### src/rtl/record_buffer_pkg.sv
// Shared healthcare record-path definitions: default record geometry and the
// read-channel select encoding used by the information controller.
package record_buffer_pkg;

    localparam int unsigned REC_DATA_W = 8;
    localparam int unsigned REC_DEPTH  = 4;

    typedef enum logic {
        CH_P = 1'b0,
        CH_Q = 1'b1
    } chan_sel_e;

endpackage

### src/rtl/record_buffer_fifo.sv
// Single-channel record FIFO: DEPTH entries, wrap-around pointers, occupancy
// counter. A pop on empty is ignored; a push on full is accepted only alongside a pop.
module record_fifo
    import record_buffer_pkg::*;
#(
    parameter int unsigned DATA_W = REC_DATA_W,
    parameter int unsigned DEPTH  = REC_DEPTH
) (
    input  logic                     clk_i,
    input  logic                     rst_i,
    input  logic                     push_i,
    input  logic                     pop_i,
    input  logic [DATA_W-1:0]        data_i,
    output logic [DATA_W-1:0]        head_o,
    output logic [$clog2(DEPTH):0]   count_o,
    output logic                     full_o,
    output logic                     empty_o,
    output logic                     push_ok_o,
    output logic                     pop_ok_o
);

    localparam int unsigned PTR_W = $clog2(DEPTH);
    localparam int unsigned CNT_W = $clog2(DEPTH) + 1;

    logic [DATA_W-1:0] mem_q [DEPTH];
    logic [PTR_W-1:0]  wr_ptr_q, wr_ptr_d;
    logic [PTR_W-1:0]  rd_ptr_q, rd_ptr_d;
    logic [CNT_W-1:0]  count_q, count_d;
    logic              full, empty, push_ok, pop_ok;

    // Flags decode the count register only, so no input reaches them combinationally.
    assign full    = (count_q == CNT_W'(DEPTH));
    assign empty   = (count_q == '0);
    assign pop_ok  = pop_i && !empty;
    assign push_ok = push_i && (!full || pop_ok);

    always_comb begin
        // NOTE: every always_comb output gets a default first so no path infers a latch.
        wr_ptr_d = wr_ptr_q;
        rd_ptr_d = rd_ptr_q;
        count_d  = count_q;
        if (push_ok) begin
            wr_ptr_d = wr_ptr_q + PTR_W'(1);
        end
        if (pop_ok) begin
            rd_ptr_d = rd_ptr_q + PTR_W'(1);
        end
        case ({push_ok, pop_ok})
            2'b10:   count_d = count_q + CNT_W'(1);
            2'b01:   count_d = count_q - CNT_W'(1);
            default: count_d = count_q;
        endcase
    end

    // NOTE: sequential state uses non-blocking assignment so all registers update together.
    always_ff @(posedge clk_i or posedge rst_i) begin
        if (rst_i) begin
            wr_ptr_q <= '0;
            rd_ptr_q <= '0;
            count_q  <= '0;
        end else begin
            wr_ptr_q <= wr_ptr_d;
            rd_ptr_q <= rd_ptr_d;
            count_q  <= count_d;
        end
    end

    // NOTE: storage has no reset; clearing the pointers and count is what discards entries.
    always_ff @(posedge clk_i) begin
        if (push_ok) begin
            mem_q[wr_ptr_q] <= data_i;
        end
    end

    assign head_o    = mem_q[rd_ptr_q];
    assign count_o   = count_q;
    assign full_o    = full;
    assign empty_o   = empty;
    assign push_ok_o = push_ok;
    assign pop_ok_o  = pop_ok;

endmodule

### src/rtl/record_buffer.sv
// Two-channel (P/Q) record buffer: edge-detected write enables, steered reads
// with one-cycle registered data, and a sticky overflow flag for dropped writes.
module record_buffer
    import record_buffer_pkg::*;
#(
    parameter int unsigned DATA_W = REC_DATA_W,
    parameter int unsigned DEPTH  = REC_DEPTH
) (
    input  logic                     clock,
    input  logic                     reset,
    input  logic                     writeRegP,
    input  logic                     writeRegQ,
    input  logic [DATA_W-1:0]        dataIn,
    input  logic                     readReq,
    input  logic                     readSel,
    output logic [DATA_W-1:0]        dataOut,
    output logic                     dataValid,
    output logic                     fullP,
    output logic                     emptyP,
    output logic                     fullQ,
    output logic                     emptyQ,
    output logic [$clog2(DEPTH):0]   countP,
    output logic [$clog2(DEPTH):0]   countQ,
    output logic                     overflow
);

    logic              wr_p_hist_q, wr_q_hist_q;
    logic [DATA_W-1:0] data_out_q, data_out_d;
    logic              data_valid_q, data_valid_d;
    logic              overflow_q, overflow_d;

    logic              edge_p, edge_q;
    logic              pop_p, pop_q;
    logic              pop_ok_p, pop_ok_q;
    logic              push_ok_p, push_ok_q;
    logic [DATA_W-1:0] head_p, head_q;
    chan_sel_e         rd_sel;

    // History resets to 0, so an enable already high at reset release counts as an edge.
    assign edge_p = writeRegP && !wr_p_hist_q;
    assign edge_q = writeRegQ && !wr_q_hist_q;

    assign rd_sel = chan_sel_e'(readSel);
    assign pop_p  = readReq && (rd_sel == CH_P);
    assign pop_q  = readReq && (rd_sel == CH_Q);

    record_fifo #(
        .DATA_W (DATA_W),
        .DEPTH  (DEPTH)
    ) u_fifo_p (
        .clk_i     (clock),
        .rst_i     (reset),
        .push_i    (edge_p),
        .pop_i     (pop_p),
        .data_i    (dataIn),
        .head_o    (head_p),
        .count_o   (countP),
        .full_o    (fullP),
        .empty_o   (emptyP),
        .push_ok_o (push_ok_p),
        .pop_ok_o  (pop_ok_p)
    );

    record_fifo #(
        .DATA_W (DATA_W),
        .DEPTH  (DEPTH)
    ) u_fifo_q (
        .clk_i     (clock),
        .rst_i     (reset),
        .push_i    (edge_q),
        .pop_i     (pop_q),
        .data_i    (dataIn),
        .head_o    (head_q),
        .count_o   (countQ),
        .full_o    (fullQ),
        .empty_o   (emptyQ),
        .push_ok_o (push_ok_q),
        .pop_ok_o  (pop_ok_q)
    );

    always_comb begin
        data_out_d   = data_out_q;
        data_valid_d = pop_ok_p || pop_ok_q;
        if (pop_ok_p) begin
            data_out_d = head_p;
        end else if (pop_ok_q) begin
            data_out_d = head_q;
        end
        overflow_d = overflow_q
                   || (edge_p && !push_ok_p)
                   || (edge_q && !push_ok_q);
    end

    always_ff @(posedge clock or posedge reset) begin
        if (reset) begin
            wr_p_hist_q  <= 1'b0;
            wr_q_hist_q  <= 1'b0;
            data_out_q   <= '0;
            data_valid_q <= 1'b0;
            overflow_q   <= 1'b0;
        end else begin
            wr_p_hist_q  <= writeRegP;
            wr_q_hist_q  <= writeRegQ;
            data_out_q   <= data_out_d;
            data_valid_q <= data_valid_d;
            overflow_q   <= overflow_d;
        end
    end

    assign dataOut   = data_out_q;
    assign dataValid = data_valid_q;
    assign overflow  = overflow_q;

endmodule
### config.mk
export PLATFORM = sky130hd
export DESIGN_NAME = record_buffer
export DESIGN_NICKNAME = d
export VERILOG_FILES = /design/src/rtl/record_buffer_pkg.sv /design/src/rtl/record_buffer_fifo.sv /design/src/rtl/record_buffer.sv
export SDC_FILE = /design/constraint.sdc
export NUM_CORES = 1
export LEC_CHECK = 0
export BUFFER_PORTS_ARGS = -buffer_cell sky130_fd_sc_hd__buf_2
export CORE_ASPECT_RATIO = 1.1
export CORE_MARGIN = 2
export CORE_UTILIZATION = 42
export DETAILED_ROUTE_END_ITERATION = 8
export PLACE_DENSITY_LB_ADDON = 0.08
export SYNTH_ARGS = -nofsm -noshare
export SYNTH_HDL_FRONTEND = slang
export SYNTH_SLANG_ARGS = --single-unit
### constraint.sdc
create_clock -name clock -period 2.4 [get_ports clock]
set_input_delay 0.48 -clock clock [delete_from_list [all_inputs] [get_ports clock]]
set_output_delay 0.48 -clock clock [all_outputs]
set_load 0.01 [all_outputs]
==> flow_metrics.tcl, run 1 <==
set metrics [dict create \
    outcome "complete, no violations" \
    p_per_area_nw_per_um2 1070 \
    boundaryPins 34 \
    worst_pin_slew_ps 492 \
    clockBufferDepth 2 \
    drc 0 \
    hold_class "in -> async" \
    peakVddDrop_uv 385 \
    via_per_inst 5.02 \
    drtPass1Iterations 4 \
    avgSynthCellArea_um2 18.0 \
    synth_top_area_share_pct 52.1 \
    fp.dieArea_um2 9550 \
    track_usage_pct 15.6 \
    drv_slew 0 \
    core_um2 8450 \
    gp_congestion 0.711 \
    antenna_left 0 \
    vias 1867 \
    num_rows 35 \
    finalPower_mw 4.54 \
    dp_hpwl_um 4290 \
    syn_area_um2 3690 \
    routed_wirelength_um 6760 \
    path_class "reg -> reg" \
    place_ws_ps 335 \
    synth_top_cell_by_area "edfxtp_1" \
    grt_pass1_wl_um 10600 \
    grt_max_degree 27 \
    path_delay_family "adder cells" \
    arrival_ps 2260 \
    grt_overflow 0 \
    wl_per_cell_um 18.2 \
    n_antenna_cell 0 \
    fillers 731 \
    clk_pin_slew_ps 100 \
    cp-start-kind "register" \
    rsz0062_at_grt "no" \
    fp.dieW_um 93.4 \
    mostFrequentLayoutCells "edfxtp_1, buf_2, dfrtp_1" \
    syn_nets 230 \
    end_kind "register" \
    setup_violations 0 \
    fin_skew_ps 12.6 \
    drt_iter0_drc 91 \
    maxCapViolCount 0 \
    cts_sinks 90 \
    slowest_stage "dfrtp_1" \
    cts_max_level 3 \
    layout_setup_ws_ps 414 \
    portBuffers 33 \
    crit_top_cell "inv_1" \
    cts_root_buf "clkbuf_8" \
    synth.distinct_cells 34 \
    clock_latency_ps 350 \
    max_clock_freq_mhz 504 \
    leakagePower_nw 1.67 \
    mostFrequentLayoutCell "edfxtp_1" \
    cp_cell_sequence "inv_1 > and3_1 > a21oi_2 > inv_1 > ha_1 > inv_1 > fa_1 > xor2_1 > nor2_1 > xor2_1" \
    cts_tree "built" \
    synth_area_leaders "edfxtp_1, dfrtp_1, mux4_2, mux4_1, ha_1" \
    cts_hold_buf 0 \
    grt_antenna_before_repair 0 \
    yosysWarnings 0 \
    drive_above_1_share_pct 30.3 \
    postSynthCellCount 205 \
    cts_made_buffers 9 \
    cp.buffers_inverters 3 \
    crit_required_ps 2670 \
    post_cts_buffers 0 \
    ys_seq_area_share_pct 69.7 \
    first_global_vias 1936 \
    setup_tns_ps 0 \
    stdcell_count 372 \
    multi_input_area_um2 1030 \
    cts-resized-gates 0 \
    final_nets 281 \
    initial_utilization_pct 43.7 \
    slowest_delay_ps 430 \
    post-place-cells 356 \
    cp_max_fo 4 \
    ys_seq_elements 90 \
    min_period_over_period_pct 82.7 \
    slew_headroom_pct 67.2 \
    seqCellArea_um2 2570 \
    die_h_um 102 \
    final_hold_viol_count 0 \
    holdWs_ps 166 \
    layout_min_cycle_time_ps 1990 \
    area_growth_pct 14.7 \
]
## power breakdown
part / leakage [nW] / switching [mW] / internal, mW / total (mW)
clock: 0.0902 / 0.569 / 0.393 / 0.963
sequential: 0.889 / 0.256 / 1.99 / 2.25
combinational: 0.691 / 0.649 / 0.688 / 1.34
## tightest hold or removal path: stages
cell	delay [ps]
buf_2	90
inv_1	40
buf_4	320
## flip-flops by register name, indices dropped and copies added (netlist names)
signal,cells
u_fifo_p.count_o,3
dataValid,1
u_fifo_p.mem_q,32
wr_p_hist_q,1
u_fifo_p.rd_ptr_q,2
u_fifo_q.wr_ptr_q,2
u_fifo_q.mem_q,32
overflow,1
u_fifo_q.count_o,3
u_fifo_p.wr_ptr_q,2
u_fifo_q.rd_ptr_q,2
wr_q_hist_q,1
dataOut,8
## metrics by stage
stage | util (%) | instance area (µm²)
2_1_floorplan | - | 3690
3_3_place_gp | 47.9 | 4050
3_5_place_dp | 47.9 | 4050
4_1_cts | 50.1 | 4230
5_1_grt | 50.1 | 4230
6_report | 50.1 | 4230
## cell families after synthesis
kind of cell             count (synthesis)  synth area share, %
AO/OA/AOI/OAI                           25                 5.32
buffers and inverters                   18                 2.31
multiplexers                            19                 11.1
XOR/XNOR                                11                 2.61
adder cells (fa/ha/maj)                 11                 4.14
flip-flops                              90                 69.7
AND/OR/NAND/NOR                         31                 4.78
## path summary, 6_finish.rpt
kind / startpoint / to / slack [ps] / cells past startpoint
hold reg to reg: dataOut[7] / dataOut[7] / 480 / 1
setup reg to reg: u_fifo_p.count_o[0] / u_fifo_p.count_o[2] / 410 / 10
max in group asynchronous: reset / overflow / 1960 / 3
min in group clock: writeRegP / wr_p_hist_q / 260 / 1
setup / recovery: u_fifo_p.count_o[0] / u_fifo_p.count_o[2] / 410 / 10
hold / removal: reset / u_fifo_q.count_o[1] / 170 / 3
## synth_stat cells
cell type and instances:
a21o_1 8, a21oi_2 1, a22o_1 8, a31oi_1 1, a31oi_2 1, a32oi_1 1
and2_1 9, and3_1 1, buf_1 1, buf_2 2, buf_6 2, clkbuf_1 1
dfrtp_1 26, edfxtp_1 64, fa_1 2, ha_1 9, inv_1 12, mux2_2 1
mux2i_1 2, mux4_1 5, mux4_2 11, nand2_1 7, nand2b_1 4, nand3_1 1
nor2_1 3, nor2_2 2, nor2b_1 1, nor3_2 2, nor3b_1 1, o21ai_0 3
o22ai_1 1, o31a_1 1, xnor2_1 7, xor2_1 4
## metal layers
| layer | share of wire (%) | track usage, % | routed length [µm] |
|---|---|---|---|
| met1 | 42 | 19.5 | 2860 |
| met2 | 52 | 27.0 | 3530 |
| met3 | 5.0 | 3.61 | 338 |
| met4 | 0.44 | 5.09 | 30 |
| met5 | 0 | 0 | 0 |
## final cells by class
type | count | area share [%]
clock buffer | 9 | 2.93
clock inverter | 7 | 1.36
inverter | 12 | 1.06
multi-input combinational | 97 | 24.4
sequential | 90 | 60.8
tap | 111 | 3.28
timing repair buffer | 46 | 6.21
No activity file was read; power rests on OpenSTA's default activity.
==> inputs of run 2 (changes only) <==
==> constraint.sdc (replaced) <==
create_clock -name clock -period 1.9 [get_ports clock]
set_input_delay 0.38 -clock clock [delete_from_list [all_inputs] [get_ports clock]]
set_output_delay 0.38 -clock clock [all_outputs]
set_load 0.01 [all_outputs]
==> run 2 against run 1 <==
Die area stayed put; highest routed layer unchanged; total power is 33% higher; count of clock-buffer cells in the layout stayed put; flip-flop and latch count stayed put; non-clock buffer count is 8 higher; routed wire length is 0.86% higher; utilization is 2.2 points higher; critical path depth stayed put; fmax is 9.2% higher; register-to-register slack worse by 330 ps.
==> flow_metrics.tcl, run 2 (synthesis gave the netlist of run 1 again) <==
set metrics [dict create \
    die_h_um 102 \
    first_global_vias 1976 \
    area_growth_pct 19.8 \
    via_per_inst 5.02 \
    slowest_delay_ps 410 \
    num_rows 35 \
    hold_class "in -> async" \
    drive_above_1_share_pct 37.5 \
    clock_latency_ps 350 \
    multi_input_area_um2 1080 \
    cts_hold_buf 0 \
    peakVddDrop_uv 626 \
    crit_required_ps 2180 \
    internal_power_mw 4.15 \
    critPathLaunch "u_fifo_p.count_o[0]" \
    mostFrequentLayoutCell "edfxtp_1" \
    placed_cell_area_um2 4220 \
    maxCapViolCount 0 \
    mostFrequentLayoutCells "edfxtp_1, buf_2, dfrtp_1" \
    p_switching_mw 1.90 \
    drv_slew 0 \
    n_antenna_cell 0 \
    place_ws_ps 29.7 \
    rsz0062_at_grt "yes" \
    vias 1907 \
    r2r-start "u_fifo_p.count_o[0]" \
    cp_cell_sequence "inv_2 > and3_4 > a21oi_4 > inv_1 > ha_2 > inv_2 > fa_2 > xor2_1 > nor2_1 > xor2_1" \
    drt_iter0_drc 90 \
    clk_pin_slew_ps 90 \
    slowest_stage "dfrtp_2" \
    slew_headroom_pct 68.7 \
    path_class "reg -> reg" \
    gp_congestion 0.710 \
    wl_per_cell_um 17.9 \
    boundaryPins 34 \
    layout_min_cycle_time_ps 1820 \
    max_clock_freq_mhz 550 \
    grt_max_degree 27 \
    core_um2 8450 \
    cts_tree "built" \
    portBuffers 33 \
    final_nets 289 \
    final_hold_viol_count 0 \
    seqCellArea_um2 2580 \
    cts_root_buf "clkbuf_8" \
    worst_pin_slew_ps 470 \
    drtPass1Iterations 4 \
    grt_pass1_wl_um 10900 \
    track_usage_pct 15.9 \
    pwr-share-seq_pct 47.7 \
    drc 0 \
    cp_max_fo 3 \
    outcome "complete, no violations" \
    antenna_left 0 \
    min_period_over_period_pct 95.8 \
    grt_overflow 0 \
    cts_sinks 90 \
    p_sw_share_pct 31.4 \
    cts_made_buffers 9 \
    initial_utilization_pct 43.7 \
    fin_skew_ps 9.05 \
    setup_violations 0 \
    fillers 687 \
    end_kind "register" \
    combPwrFrac_pct 31.2 \
    fp.dieArea_um2 9550 \
    cp-start-kind "register" \
    layout_setup_ws_ps 80.6 \
    p_per_area_nw_per_um2 1370 \
    leakagePower_nw 1.72 \
    pwr-share-clk_pct 21.1 \
    clockBufferDepth 2 \
    dp_hpwl_um 4600 \
    arrival_ps 2100 \
    grt_antenna_before_repair 0 \
    routed_wirelength_um 6820 \
    finish.instance_area_um2 4420 \
    fp.dieW_um 93.4 \
    cts_max_level 3 \
]
==> run 2: power by group through the flow <==
stage / sequential [mW] / combinational [mW] / clock, mW
floorplan: 2.84 / 1.27 / 0
global placement: 2.92 / 1.89 / 0
detailed placement: 2.93 / 1.90 / 0
CTS: 2.89 / 1.91 / 1.31
global route: 2.95 / 2.09 / 1.39
finish: 2.88 / 1.89 / 1.28
==> run 2: layout make-up <==
| cell class | instances | area share [%] |
|---|---|---|
| Clock inverter | 7 | 1.59 |
| Timing Repair Buffer | 54 | 8.72 |
| Sequential cell | 90 | 58.3 |
| Clock buffer | 9 | 2.80 |
| Tap cell | 111 | 3.14 |
| Multi-Input combinational cell | 97 | 24.4 |
| Inverter | 12 | 1.02 |
==> run 2: final timing paths <==
path                                       endpoint  slack, ps  depth (start not counted)
worst max register to register  u_fifo_p.count_o[2]         80                         10
worst max-delay path            u_fifo_p.count_o[2]         80                         10
worst min-delay path            u_fifo_p.count_o[0]         80                          3
worst min register to register             overflow        490                          2
min in group clock                      wr_p_hist_q        150                          1
max in group asynchronous       u_fifo_q.count_o[0]       1520                          3
==> run 2: what timing repair did <==
action | 4_1_cts | 5_1_grt
endpoints found under the setup margin | 0 | 3
resized for setup | 0 | 2
buffers inserted | 0 | 1
hold endpoints to repair | 0 | 0
==> run 2: per-stage QoR <==
stage	cells	total power [mW]	utilization [%]	hold slack, ps	setup TNS (ps)
2_1_floorplan	205	4.11	-	411	-2.21
3_3_place_gp	363	4.81	49.9	466	0
3_5_place_dp	363	4.84	49.9	473	0
4_1_cts	379	6.11	52.2	85.7	0
5_1_grt	380	6.42	52.3	99.3	-36.5
6_report	380	6.05	52.3	84.0	0
==> run 2: worst max-delay path, delay by kind of cell, from the launching register on <==
family                   cells  cell delay [ps]
flip-flops                   1              410
buffers and inverters        3              150
AO/OA/AOI/OAI                1               70
AND/OR/NAND/NOR              2              310
adder cells (fa/ha/maj)      2              520
XOR/XNOR                     2              290
==> run 2: per-layer routing <==
layer / track usage [%] / vias to the layer above / wire (µm)
met3: 3.91 / 9 / 326
met2: 25.3 / 47 / 3240
met4: 5.77 / 0 / 99
met5: 0 / - / 0
li1: - / 891 / -
met1: 21.5 / 960 / 3150
==> inputs of run 3 (changes only) <==
--- a/config.mk
+++ b/config.mk
@@ -5,12 +5,14 @@
 export SDC_FILE = /design/constraint.sdc
 export NUM_CORES = 1
 export LEC_CHECK = 0
+export ABC_AREA = 1
 export BUFFER_PORTS_ARGS = -buffer_cell sky130_fd_sc_hd__buf_2
-export CORE_ASPECT_RATIO = 1.1
+export CORE_ASPECT_RATIO = 0.8
 export CORE_MARGIN = 2
 export CORE_UTILIZATION = 42
 export DETAILED_ROUTE_END_ITERATION = 8
 export PLACE_DENSITY_LB_ADDON = 0.08
+export REMOVE_ABC_BUFFERS = 1
 export SYNTH_ARGS = -nofsm -noshare
 export SYNTH_HDL_FRONTEND = slang
 export SYNTH_SLANG_ARGS = --single-unit
==> run 3 against run 2 <==
Synthesized cell count up 68%; die area rose by 6.2%; largest power group unchanged; total power rose by 12%; flip-flop and latch count stayed put; sequential share of layout area shrank 2.1 points; register-to-register slack about the same; first-iteration DRC count increased by 54%; global-route usage rose by 1.4 points; final cell count up 36%.
==> flow_metrics.tcl, run 3 <==
set metrics [dict create \
    outcome "complete, no violations" \
    arrival_ps 2030 \
    hold_class "in -> async" \
    pwr-share-clk_pct 23.6 \
    cp_cell_sequence "nor3_4 > nand2_2 > nand2_4 > ha_4 > inv_4 > fa_2 > a21oi_2 > o21ai_1 > xor2_1" \
    boundaryPins 34 \
    max_clock_freq_mhz 552 \
    yosysWarnings 0 \
    internal_power_mw 4.34 \
    routed_wirelength_um 8190 \
    grt_max_degree 27 \
    track_usage_pct 17.3 \
    wl_per_cell_um 15.8 \
    cts_max_level 3 \
    cts_tree "built" \
    fp.dieArea_um2 10100 \
    clk_pin_slew_ps 60 \
    p_per_area_nw_per_um2 1470 \
    cts_hold_buf 0 \
    initial_utilization_pct 43.2 \
    crit_required_ps 2120 \
    synthFlopType "edfxtp_1" \
    slowest_delay_ps 420 \
    via_per_inst 4.85 \
    peakVddDrop_uv 634 \
    yosysMostFrequentCell "nor2_1" \
    synth_top_cell_by_area "edfxtp_1" \
    ys_seq_area_share_pct 65.5 \
    portBuffers 33 \
    num_rows 31 \
    synth.distinct_cells 29 \
    p_sw_share_pct 35.7 \
    worst_pin_slew_ps 607 \
    combPwrFrac_pct 34.3 \
    mostFrequentLayoutCell "nor2_1" \
    cts_made_buffers 9 \
    end_kind "register" \
    cp-start-kind "register" \
    synthArstFlopShare_pct 28.9 \
    p_switching_mw 2.41 \
    cts_sinks 90 \
    grt_antenna_before_repair 0 \
    drtPass1Iterations 4 \
    cp.depth 9 \
    grt_overflow 0 \
    setup_violations 0 \
    synth_common_cells "nor2_1, edfxtp_1, nand2_1, inv_1, dfrtp_1" \
    drt_iter0_drc 139 \
    slowest_stage "dfrtp_1" \
    core_um2 9080 \
    grt_pass1_wl_um 13100 \
    cp.buffers_inverters 1 \
    final_hold_viol_count 0 \
    slew_headroom_pct 59.5 \
    layout_min_cycle_time_ps 1810 \
    path_class "reg -> reg" \
    path_delay_family "adder cells" \
    holdWs_ps 111 \
    syn_area_um2 3930 \
    die_h_um 90.5 \
    place_ws_ps -3.01 \
    cp_max_fo 3 \
    avgSynthCellArea_um2 11.4 \
    cts_root_buf "clkbuf_16" \
    synth-edff-count 64 \
    area_growth_pct 16.7 \
    fp.dieW_um 112 \
    first_global_vias 2424 \
    min_period_over_period_pct 95.4 \
    clock_latency_ps 340 \
    leakagePower_nw 1.91 \
    pwr-share-seq_pct 42.0 \
    final_nets 423 \
    fin_skew_ps 5.15 \
    dp_hpwl_um 5370 \
    drive_above_1_share_pct 24.1 \
    ys_seq_elements 90 \
    postSynthCellCount 344 \
    n_antenna_cell 0 \
    layout_setup_ws_ps 87.4 \
    drc 0 \
    mostFrequentLayoutCells "nor2_1, edfxtp_1, nand2_1" \
    maxCapViolCount 0 \
    drv_slew 0 \
    antenna_left 0 \
    reg2reg_depth 9 \
    synth_area_leaders "edfxtp_1, dfrtp_1, nor2_1, nand2_1, ha_1" \
    synth_top_area_share_pct 49.0 \
    rrSetupSlack_ps 90 \
    vias 2513 \
    gp_congestion 0.782 \
    clockBufferDepth 2 \
    rsz0062_at_grt "yes" \
]
## run 3: final timing paths
kind / start / end
min reg2reg: overflow / overflow
max reg2reg: u_fifo_p.count_o[0] / u_fifo_p.count_o[2]
max in group asynchronous: reset / u_fifo_p.count_o[1]
min in group clock: writeRegP / wr_p_hist_q
min: reset / dataOut[2]
max: u_fifo_p.count_o[0] / u_fifo_p.count_o[2]
## run 3: cell type report
class	instances	area (µm²)
Clock inverter	4	18.8
Tap cell	115	144
Clock buffer	12	246
Inverter	36	143
Timing Repair Buffer	53	315
Multi-Input combinational cell	208	1140
Fill cell	846	4500
Sequential cell	90	2570
## run 3: cells by family after synthesis
group           Yosys count  share of synthesized area, %
fa+ha+maj                11                          3.89
buf+inv                  46                          6.09
compound gates           48                          6.25
xor+xnor                  6                          1.72
simple gates            143                          16.5
flops                    90                          65.5
## run 3: worst min-delay path: stages
cell   delay (ps)
buf_2          90
inv_1          40
buf_4         340
## run 3: through the flow
stage	power, mW	area (µm²)	cells	TNS, ps	utilization (%)
after global routing	7.26	4580	518	-9.43	50.5
after detailed placement	5.15	4270	500	-3.01	47.0
final	6.75	4580	518	0	50.5
after CTS	6.77	4540	516	0	50.0
after global placement	5.14	4270	500	0	47.0
after floorplan	4.30	3830	334	-179	-
## run 3: repair_timing
action / 4_1_cts / 5_1_grt
pin swaps: 1 / 6
buffers inserted: 0 / 2
endpoints found under the setup margin: 1 / 1
gates resized for setup: 0 / 9
## run 3: routing by layer
metal / vias up / global-route usage, % / share of wire (%)
met5: - / 0 / 0
met4: 0 / 5.49 / 1.3
met3: 9 / 4.70 / 4.4
met2: 44 / 26.5 / 46
met1: 1213 / 24.1 / 49
li1: 1247 / - / -
## run 3: power groups by stage
stage,sequential (mW),combinational (mW),clock [mW]
after floorplan,2.94,1.35,0
after global placement,2.86,2.28,0
after detailed placement,2.87,2.28,0
after CTS,2.83,2.30,1.64
after global routing,2.89,2.67,1.70
final,2.84,2.32,1.60
